**src/rtl/c3lib_ckmux_pkg.sv**
```systemverilog
// Shared types and helpers for the c3lib clock-mux selection sequencer.
// Holds the sequencer state enum, the upper bound on clock sources and a
// one-hot encoder that maps out-of-range indices to all-zero.
package c3lib_ckmux_pkg;

  localparam int CKMUX_MAX_NUM_CK = 16;

  typedef enum logic [1:0] {
    IDLE = 2'd0,
    OFF  = 2'd1,
    ON   = 2'd2,
    TST  = 2'd3
  } ckmux_state_e;

  // One-hot encode idx over num sources; an index at or above num gives zero
  // so a bad select can never enable a gate.
  function automatic logic [CKMUX_MAX_NUM_CK-1:0] ckmux_onehot(input logic [4:0] idx,
                                                              input int num);
    logic [CKMUX_MAX_NUM_CK-1:0] v;
    v = '0;
    if (32'(idx) < 32'(num)) begin
      v = CKMUX_MAX_NUM_CK'(1) << idx;
    end
    return v;
  endfunction

endpackage

```
**src/rtl/c3lib_ckmux_dwell_cnt.sv**
```systemverilog
// Loadable down-counter used to time the gate-off dwell and the settle window.
// Loads on state entry, counts down to 1 and parks there; done marks the
// final cycle of the window.
module c3lib_ckmux_dwell_cnt #(
  parameter int W = 3
) (
  input  logic         i_clk,
  input  logic         i_rst_n,
  input  logic         i_load,
  input  logic [W-1:0] i_load_val,
  output logic         o_done
);

  logic [W-1:0] r_cnt;

  // Reload on request, otherwise step down and stop at 1 rather than wrapping.
  always_ff @(posedge i_clk or negedge i_rst_n) begin
    if (!i_rst_n) begin
      r_cnt <= W'(1);
    end else if (i_load) begin
      r_cnt <= i_load_val;
    end else if (r_cnt > W'(1)) begin
      r_cnt <= r_cnt - W'(1);
    end
  end

  assign o_done = (r_cnt == W'(1));

endmodule

```
**src/rtl/c3lib_ckmux_sel_seq.sv**
```systemverilog
// Break-before-make selection sequencer for an N-input glitch-free clock mux.
// Each switch turns every gate off for OFF_CYC cycles, enables only the new
// gate, waits ON_CYC settle cycles and then acks. The test override is only
// built when C3LIB_CKMUX_SEL_TST_EN is defined.
module c3lib_ckmux_sel_seq
  import c3lib_ckmux_pkg::*;
#(
  parameter int NUM_CK  = 4,
  parameter int SEL_W   = $clog2(NUM_CK),
  parameter int OFF_CYC = 4,
  parameter int ON_CYC  = 2,
  parameter int RST_SEL = 0
) (
  input  logic              i_clk,
  input  logic              i_rst_n,
  input  logic [SEL_W-1:0]  i_sel_req,
  input  logic              i_sel_vld,
  output logic              o_sel_rdy,
  output logic              o_sel_ack,
  output logic              o_sel_err,
  output logic [SEL_W-1:0]  o_cur_sel,
  output logic [NUM_CK-1:0] o_ck_en,
  output logic              o_busy,
  input  logic              i_tst_override,
  input  logic [SEL_W-1:0]  i_tst_sel
);

  localparam int DW = $clog2(((OFF_CYC > ON_CYC) ? OFF_CYC : ON_CYC) + 1);
  localparam logic [SEL_W-1:0]  RST_SEL_V = SEL_W'(RST_SEL);
  localparam logic [NUM_CK-1:0] RST_CK_EN = NUM_CK'(1) << RST_SEL;

  ckmux_state_e      r_state;
  logic [SEL_W-1:0]  r_cur_sel;
  logic [SEL_W-1:0]  r_tgt_sel;
  logic [NUM_CK-1:0] r_ck_en;
  logic              r_ack;
  logic              r_err;
  logic              r_busy;
  logic              r_rdy;
  logic              r_silent;

  logic              w_tst;
  logic              w_tst_release;
  logic              w_accept;
  logic              w_req_oob;
  logic              w_req_same;
  logic              w_go_off;
  logic              w_go_on;
  logic              w_done;
  logic              w_load;
  logic [DW-1:0]     w_load_val;
  logic [NUM_CK-1:0] w_tgt_oh;

`ifdef C3LIB_CKMUX_SEL_TST_EN
  logic [NUM_CK-1:0] w_tst_oh;
  assign w_tst         = i_tst_override;
  assign w_tst_release = (r_state == TST) && !i_tst_override;
  assign w_tst_oh      = NUM_CK'(ckmux_onehot(5'(i_tst_sel), NUM_CK));
`else
  logic w_unused_tst;
  assign w_tst         = 1'b0;
  assign w_tst_release = 1'b0;
  assign w_unused_tst  = ^{i_tst_override, i_tst_sel};
`endif

  assign w_accept   = i_sel_vld && r_rdy && (r_state == IDLE) && !w_tst;
  assign w_req_oob  = ({1'b0, i_sel_req} >= (SEL_W + 1)'(NUM_CK));
  assign w_req_same = (i_sel_req == r_cur_sel);
  assign w_go_off   = (w_accept && !w_req_oob && !w_req_same) || w_tst_release;
  assign w_go_on    = (r_state == OFF) && w_done && !w_tst;
  assign w_load     = w_go_off || w_go_on;
  assign w_load_val = w_go_off ? DW'(OFF_CYC) : DW'(ON_CYC);
  assign w_tgt_oh   = NUM_CK'(ckmux_onehot(5'(r_tgt_sel), NUM_CK));

  c3lib_ckmux_dwell_cnt #(
    .W (DW)
  ) u_dwell_cnt (
    .i_clk      (i_clk),
    .i_rst_n    (i_rst_n),
    .i_load     (w_load),
    .i_load_val (w_load_val),
    .o_done     (w_done)
  );

  // Sequencer FSM; every output is a register updated on the state transition.
  always_ff @(posedge i_clk or negedge i_rst_n) begin
    if (!i_rst_n) begin
      r_state   <= IDLE;
      r_cur_sel <= RST_SEL_V;
      r_tgt_sel <= RST_SEL_V;
      r_ck_en   <= RST_CK_EN;
      r_ack     <= 1'b0;
      r_err     <= 1'b0;
      r_busy    <= 1'b0;
      r_rdy     <= 1'b1;
      r_silent  <= 1'b0;
    end else begin
      r_ack <= 1'b0;
      r_err <= 1'b0;
`ifdef C3LIB_CKMUX_SEL_TST_EN
      if (w_tst) begin
        r_state <= TST;
        r_ck_en <= w_tst_oh;
        r_busy  <= 1'b1;
        r_rdy   <= 1'b0;
      end else begin
`else
      begin
`endif
        case (r_state)
          IDLE: begin
            r_busy <= 1'b0;
            r_rdy  <= 1'b1;
            if (w_accept) begin
              if (w_req_oob) begin
                r_ack <= 1'b1;
                r_err <= 1'b1;
                r_rdy <= 1'b0;
              end else if (w_req_same) begin
                r_ack <= 1'b1;
                r_rdy <= 1'b0;
              end else begin
                r_state   <= OFF;
                r_tgt_sel <= i_sel_req;
                r_ck_en   <= '0;
                r_busy    <= 1'b1;
                r_rdy     <= 1'b0;
                r_silent  <= 1'b0;
              end
            end
          end
          OFF: begin
            if (w_done) begin
              r_state   <= ON;
              r_ck_en   <= w_tgt_oh;
              r_cur_sel <= r_tgt_sel;
            end
          end
          ON: begin
            if (w_done) begin
              r_state <= IDLE;
              r_busy  <= 1'b0;
              r_rdy   <= 1'b1;
              r_ack   <= !r_silent;
            end
          end
`ifdef C3LIB_CKMUX_SEL_TST_EN
          TST: begin
            r_state   <= OFF;
            r_tgt_sel <= r_cur_sel;
            r_ck_en   <= '0;
            r_busy    <= 1'b1;
            r_rdy     <= 1'b0;
            r_silent  <= 1'b1;
          end
`endif
          default: begin
            r_state <= IDLE;
            r_busy  <= 1'b0;
            r_rdy   <= 1'b1;
          end
        endcase
      end
    end
  end

  assign o_sel_rdy = r_rdy;
  assign o_sel_ack = r_ack;
  assign o_sel_err = r_err;
  assign o_cur_sel = r_cur_sel;
  assign o_ck_en   = r_ck_en;
  assign o_busy    = r_busy;

endmodule

```
**config.mk**
```make
export PLATFORM = sky130hd
export DESIGN_NAME = c3lib_ckmux_sel_seq
export DESIGN_NICKNAME = d
export VERILOG_FILES = /design/src/rtl/c3lib_ckmux_pkg.sv /design/src/rtl/c3lib_ckmux_dwell_cnt.sv /design/src/rtl/c3lib_ckmux_sel_seq.sv
export SDC_FILE = /design/constraint.sdc
export NUM_CORES = 1
export LEC_CHECK = 0
export CAP_MARGIN = 20
export CORE_UTILIZATION = 58
export DETAILED_ROUTE_END_ITERATION = 10
export DONT_BUFFER_PORTS = 1
export PLACE_DENSITY = 0.74
export SYNTH_ARGS = -nofsm -noshare
export SYNTH_HDL_FRONTEND = slang
export SYNTH_SLANG_ARGS = --single-unit
```
**constraint.sdc**
```tcl
create_clock -name i_clk -period 2.5 [get_ports i_clk]
set_input_delay 0.375 -clock i_clk [delete_from_list [all_inputs] [get_ports i_clk]]
set_output_delay 0.375 -clock i_clk [all_outputs]
set_load 0.02 [all_outputs]
```
==> results of run 1 <==
==> final cells by class <==
class | instances | area share (%)
sequential | 16 | 48.9
timing repair buffer | 1 | 1.21
multi-input combinational | 42 | 41.0
tap | 14 | 2.12
clock buffer | 4 | 3.18
inverter | 8 | 3.63
==> state kept, by name (all words and copies together) (netlist names) <==
name / count
o_sel_rdy: 1
r_tgt_sel: 2
o_sel_ack: 1
o_ck_en: 4
r_state: 2
o_cur_sel: 2
o_busy: 1
u_dwell_cnt.r_cnt: 3
==> cell families after synthesis <==
logic type                 Yosys count  share of synthesized area, %
AOI/OAI and AO/OA                   19                          17.6
xor gates and xnor gates             2                          2.20
adders and majority gates            2                          3.14
buffers and inverters               11                          6.75
DFF                                 16                          50.7
muxes                                2                          3.30
other                                1                         0.471
and+or+nand+nor                     16                          15.9
==> worst paths after layout <==
check | end | slack [ns] | cells after the start
min in group asynchronous | r_state[0] | 0.56 | 1
hold reg to reg | o_ck_en[0] | 0.50 | 1
setup reg to reg | r_tgt_sel[0] | 0.77 | 3
setup / recovery | r_tgt_sel[0] | 0.77 | 3
max in group asynchronous | o_cur_sel[0] | 1.51 | 1
hold / removal | r_tgt_sel[1] | 0.22 | 1
==> routing by layer <==
metal / global-route usage, % / up-vias / routed length, um
li1: - / 241 / -
met1: 27.7 / 225 / 565
met2: 37.9 / 13 / 638
met3: 5.78 / 6 / 65
met4: 15.5 / 0 / 35
met5: 0 / - / 0
==> power breakdown <==
group	internal, uW	total (uW)	switching [uW]
registers	380	544	164
clock network	62.1	144	82.2
logic	203	390	187
total	645	1080	433
==> per-stage QoR <==
step	utilization (%)	hold slack [ns]	std cells
6_report	69.7	0.224	85
4_1_cts	69.7	0.226	85
3_3_place_gp	66.7	0.0799	80
2_1_floorplan	-	0.0794	69
5_1_grt	69.7	0.212	85
3_5_place_dp	66.7	0.0799	80
==> layout by cell type, fill, tap and decap left out, drive strengths merged <==
cell,instances
nand2b,2
mux2,2
ha,2
a211o,1
a21boi,1
clkbuf,4
and2b,1
nand4bb,2
a21oi,2
a21o,2
o32ai,4
inv,8
dfrtp,13
or2b,1
o22ai,1
nand2,7
xnor2,2
dfstp,3
a211oi,1
dlygate4sd3,1
nor4,1
o21bai,2
conb,1
o21ai,4
nor3b,1
nor2,1
o21ba,1
==> repair_timing <==
| action | in CTS | in global routing |
|---|---|---|
| hold buffers | 1 | 0 |
| endpoints found under the hold margin | 16 | 0 |
| buffers inserted | 0 | 0 |
==> worst max-delay path, stage by stage (launching register included) <==
cell	delay, ns
dfstp_2	0.63
nand4bb_4	0.14
a21oi_2	0.46
mux2_2	0.40
==> results.sh, run 1 <==
export IMPL_start_kind="flop"
export IMPL_tightest_slew_ns=0.686
export IMPL_maxSlewViolCount=0
export IMPL_yosysSeqAreaShare_pct=50.7
export IMPL_clock_root_buffer="clkbuf_4"
export IMPL_area_growth_syn_to_layout_pct=3.77
export IMPL_vias=485
export IMPL_critPathLaunch="o_sel_rdy"
export IMPL_synth_cells=69
export IMPL_antenna_found_initial=0
export IMPL_maxSlewHeadroom_pct=54.1
export IMPL_grt_pass1_wl_um=2220
export IMPL_first_pass_iters=3
export IMPL_grt_pass1_vias=509
export IMPL_hold_viol=0
export IMPL_place_gp_congestion=0.706
export IMPL_clock_sinks=16
export IMPL_ys_flop_type="dfrtp_1"
export IMPL_grt_start_max_net_pins=17
export IMPL_hpwlAfterDp_um=919
export IMPL_htreeDepth=1
export IMPL_p_leak_uw=0.000373
export IMPL_powerDensity_nw_per_um2=1300
export IMPL_wl_um=1310
export IMPL_synth_top_area_share_pct=40.8
export IMPL_post_drt_wl_per_cell_um=15.4
export IMPL_ys_async_sr_fraction_pct=100
export IMPL_synth_seq_cells=16
export IMPL_finalSetupViolCount=0
export IMPL_max_freq_mhz=578
export IMPL_io_pins=18
export IMPL_coreArea_um2=1190
export IMPL_ys_warn_count=0
export IMPL_hold_path_class="input port to flop"
export IMPL_place_ws_ns=0.775
export IMPL_crit_path_end_kind="flop"
export IMPL_timing_final_crit_share_pct=69.2
export IMPL_post_dp_cell_area_um2=791
export IMPL_die_w_um=39.1
export IMPL_initial_utilization_pct=67.2
export IMPL_yosys_top_cells_count="dfrtp_1 (13), inv_1 (8), nand2_1 (7)"
export IMPL_die_h_um=39.1
export IMPL_fin_ws_ns=0.770
export IMPL_synth_fp_nets=79
export IMPL_crit_arrival_ns=1.91
export IMPL_synth_distinct_cells=31
export IMPL_rsz0062_at_grt="no"
export IMPL_required_ns=2.68
export IMPL_tns_ns=0
export IMPL_design_area_um2=827
export IMPL_multi_input_area_um2=339
export IMPL_power_total_uw=1080
export IMPL_rows=12
export IMPL_cts_resized=0
export IMPL_cp_max_fo=11
export IMPL_die_area_um2=1530
export IMPL_antenna_cells=0
export IMPL_track_usage_pct=23.7
export IMPL_ir_drop_mv=0.684
export IMPL_drive_gt1_share_pct=18.3
export IMPL_crit_type="flop to flop"
export IMPL_path_clk_slew_ns=0.09
export IMPL_fillers=92
export IMPL_fin_crit_ns=1.73
export IMPL_drt_iter0_markers=1
export IMPL_synth_top_area_cell="dfrtp_1"
export IMPL_drv_cap=0
export IMPL_synthTopCellsByArea="dfrtp_1 (41%), dfstp_2 (9.9%), nand4bb_4 (6.9%), o32ai_1 (4.4%), inv_1 (3.8%)"
export IMPL_synth_area_per_cell_um2=11.6
export IMPL_status="complete, no violations"
export IMPL_min_delay_start="i_sel_req[1]"
export IMPL_clockBufferDepth=2
export IMPL_numCtsBuffers=3
export IMPL_drc=0
export IMPL_seq_area_um2=404
export IMPL_synth_edff_count=0
export IMPL_finClkSkew_ns=0.000764
export IMPL_yosysMostFrequentCell="dfrtp_1"
export IMPL_clk_latency_ns=0.29
export IMPL_reg2reg_from="o_sel_rdy"
export IMPL_grt_overflow=0
export IMPL_cts_tree="yes"
export IMPL_io_buffers=0
export IMPL_syn_cell_area_um2=797
export IMPL_nNetsFinal=82
export IMPL_antenna_left=0
export IMPL_viasPerCell=5.71
No activity file was read; power rests on OpenSTA's default activity.
==> run 2: changes to the inputs <==
Settings changed: CORE_UTILIZATION 58 to 53, PLACE_DENSITY 0.74 to 0.71.
Clock period 2.5 ns to 1.5 ns, I/O delays scaled along.
==> run 2 against run 1 <==
Net effect: clock power increased by 94%; first-iteration DRC count grew to 8.0 times the previous value; sequential share of layout area down 4.1 points; clock skew grew 0.0070 ns; cell area grew 9.2%; die area up 8.9%; setup slack worse by 0.68 ns; sequential power rose by 56%; critical path type unchanged; largest power group is now combinational logic.
==> results.sh, run 2 (synthesis results as in run 1) <==
export IMPL_antenna_cells=0
export IMPL_drt_iter0_markers=8
export IMPL_tns_ns=0
export IMPL_powerDensity_nw_per_um2=2190
export IMPL_track_usage_pct=18.3
export IMPL_crit_type="flop to flop"
export IMPL_initial_utilization_pct=59.0
export IMPL_maxSlewViolCount=0
export IMPL_coreArea_um2=1350
export IMPL_die_h_um=40.8
export IMPL_finish_utilization_pct=66.9
export IMPL_required_ns=1.67
export IMPL_antenna_found_initial=0
export IMPL_io_pins=18
export IMPL_viasPerCell=5.52
export IMPL_p_leak_uw=0.000415
export IMPL_design_area_um2=903
export IMPL_hpwlAfterDp_um=905
export IMPL_grt_start_max_net_pins=17
export IMPL_drc=0
export IMPL_io_buffers=0
export IMPL_clock_root_buffer="clkbuf_4"
export IMPL_post_drt_wl_per_cell_um=13.5
export IMPL_final_cell_mix="dfrtp_1 (13), inv_1 (8), nand2_1 (7), buf_4 (7)"
export IMPL_grt_pass1_wl_um=1900
export IMPL_ir_drop_mv=1.07
export IMPL_hold_viol=0
export IMPL_die_area_um2=1660
export IMPL_dp_cells=88
export IMPL_status="complete, no violations"
export IMPL_post_dp_cell_area_um2=845
export IMPL_post_cts_setup_buffer_count=0
export IMPL_die_w_um=40.8
export IMPL_crit_arrival_ns=1.58
export IMPL_rows=13
export IMPL_first_pass_iters=4
export IMPL_drv_cap=0
export IMPL_clock_sinks=16
export IMPL_finClkSkew_ns=0.00776
export IMPL_clk_latency_ns=0.28
export IMPL_wl_um=1250
export IMPL_vias=513
export IMPL_power_total_uw=1980
export IMPL_grt_pass1_vias=452
export IMPL_path_clk_slew_ns=0.09
export IMPL_maxSlewHeadroom_pct=52.3
export IMPL_area_growth_syn_to_layout_pct=13.3
export IMPL_crit_slowest_cell="dfstp_2"
export IMPL_layout_commonest_cell="dfrtp_1"
export IMPL_start_kind="flop"
export IMPL_timing_final_crit_share_pct=93.7
export IMPL_worst_path_largest_cell_delay_ns=0.56
export IMPL_numCtsBuffers=3
export IMPL_drive_gt1_share_pct=28.2
export IMPL_grt_overflow=0
export IMPL_crit_chain="nand4bb_4, a21oi_2, mux2_2"
export IMPL_clockBufferDepth=2
export IMPL_finalSetupViolCount=0
export IMPL_nNetsFinal=89
export IMPL_max_freq_mhz=711
export IMPL_largest_register_ffs=4
export IMPL_crit_path_end_kind="flop"
export IMPL_tightest_slew_ns=0.714
export IMPL_final_cells=93
export IMPL_rsz0062_at_grt="no"
export IMPL_hold_path_class="input port to flop"
export IMPL_cp_max_fo=4
export IMPL_place_gp_congestion=0.801
export IMPL_htreeDepth=1
export IMPL_antenna_left=0
export IMPL_fin_crit_ns=1.41
export IMPL_rrSetupSlack_ns=0.09
export IMPL_cts_tree="yes"
[run 2: changes by cell type in the layout (fill, tap and decap cells not counted), sizes merged]
cell  before  now
buf        0    7
[run 2: timing repair]
item	in CTS	in global routing
hold endpoints to repair	16	0
hold buffers	1	0
endpoints found under the setup margin	0	8
gates resized for setup	0	2
[run 2: final timing paths]
| kind | from | endpoint | cells after the start |
|---|---|---|---|
| worst max-delay path | o_sel_rdy | r_tgt_sel[0] | 3 |
| worst min-delay path | i_sel_req[1] | r_tgt_sel[1] | 1 |
| worst max register to register | o_sel_rdy | r_tgt_sel[0] | 3 |
| worst min register to register | r_tgt_sel[1] | o_ck_en[0] | 1 |
| max in group asynchronous | i_rst_n | o_ck_en[3] | 1 |
| min in group asynchronous | i_rst_n | r_state[0] | 1 |
[run 2: metal layers]
| layer | GRT usage [%] | part of all wire, % | up-vias |
|---|---|---|---|
| li1 | - | - | 253 |
| met1 | 25.4 | 49 | 242 |
| met5 | 0 | 0 | - |
| met4 | 12.5 | 2.2 | 0 |
| met2 | 25.0 | 44 | 14 |
| met3 | 3.80 | 4.5 | 4 |
[run 2: stage by stage]
step                hold WS [ns]  worst slack [ns]
finish                    0.0887            0.0942
CTS                       0.0794            0.0155
global placement         -0.0703            0.0713
global route              0.0758            0.0361
detailed placement       -0.0703            0.0449
floorplan                -0.0706            0.0730
[run 2: final cells by class]
type	count	area [um2]
clock buffer	4	36.3
fill	107	447
inverter	8	30.0
multi-input combinational	42	352
sequential	16	404
tap	15	18.8
timing repair buffer	8	62.6
[run 2: report_power, final]
group	switching, uW	total (uW)	leakage, uW	internal (uW)
registers	216	849	0.000199	633
logic	405	852	0.000195	446
clock network	131	279	0.0000210	148
[run 2: worst max-delay path, delay by kind of cell, from the launching register on]
kind / cells / cell delay, ns
flops: 1 / 0.56
mux: 1 / 0.36
compound gates: 1 / 0.25
simple gates: 1 / 0.12
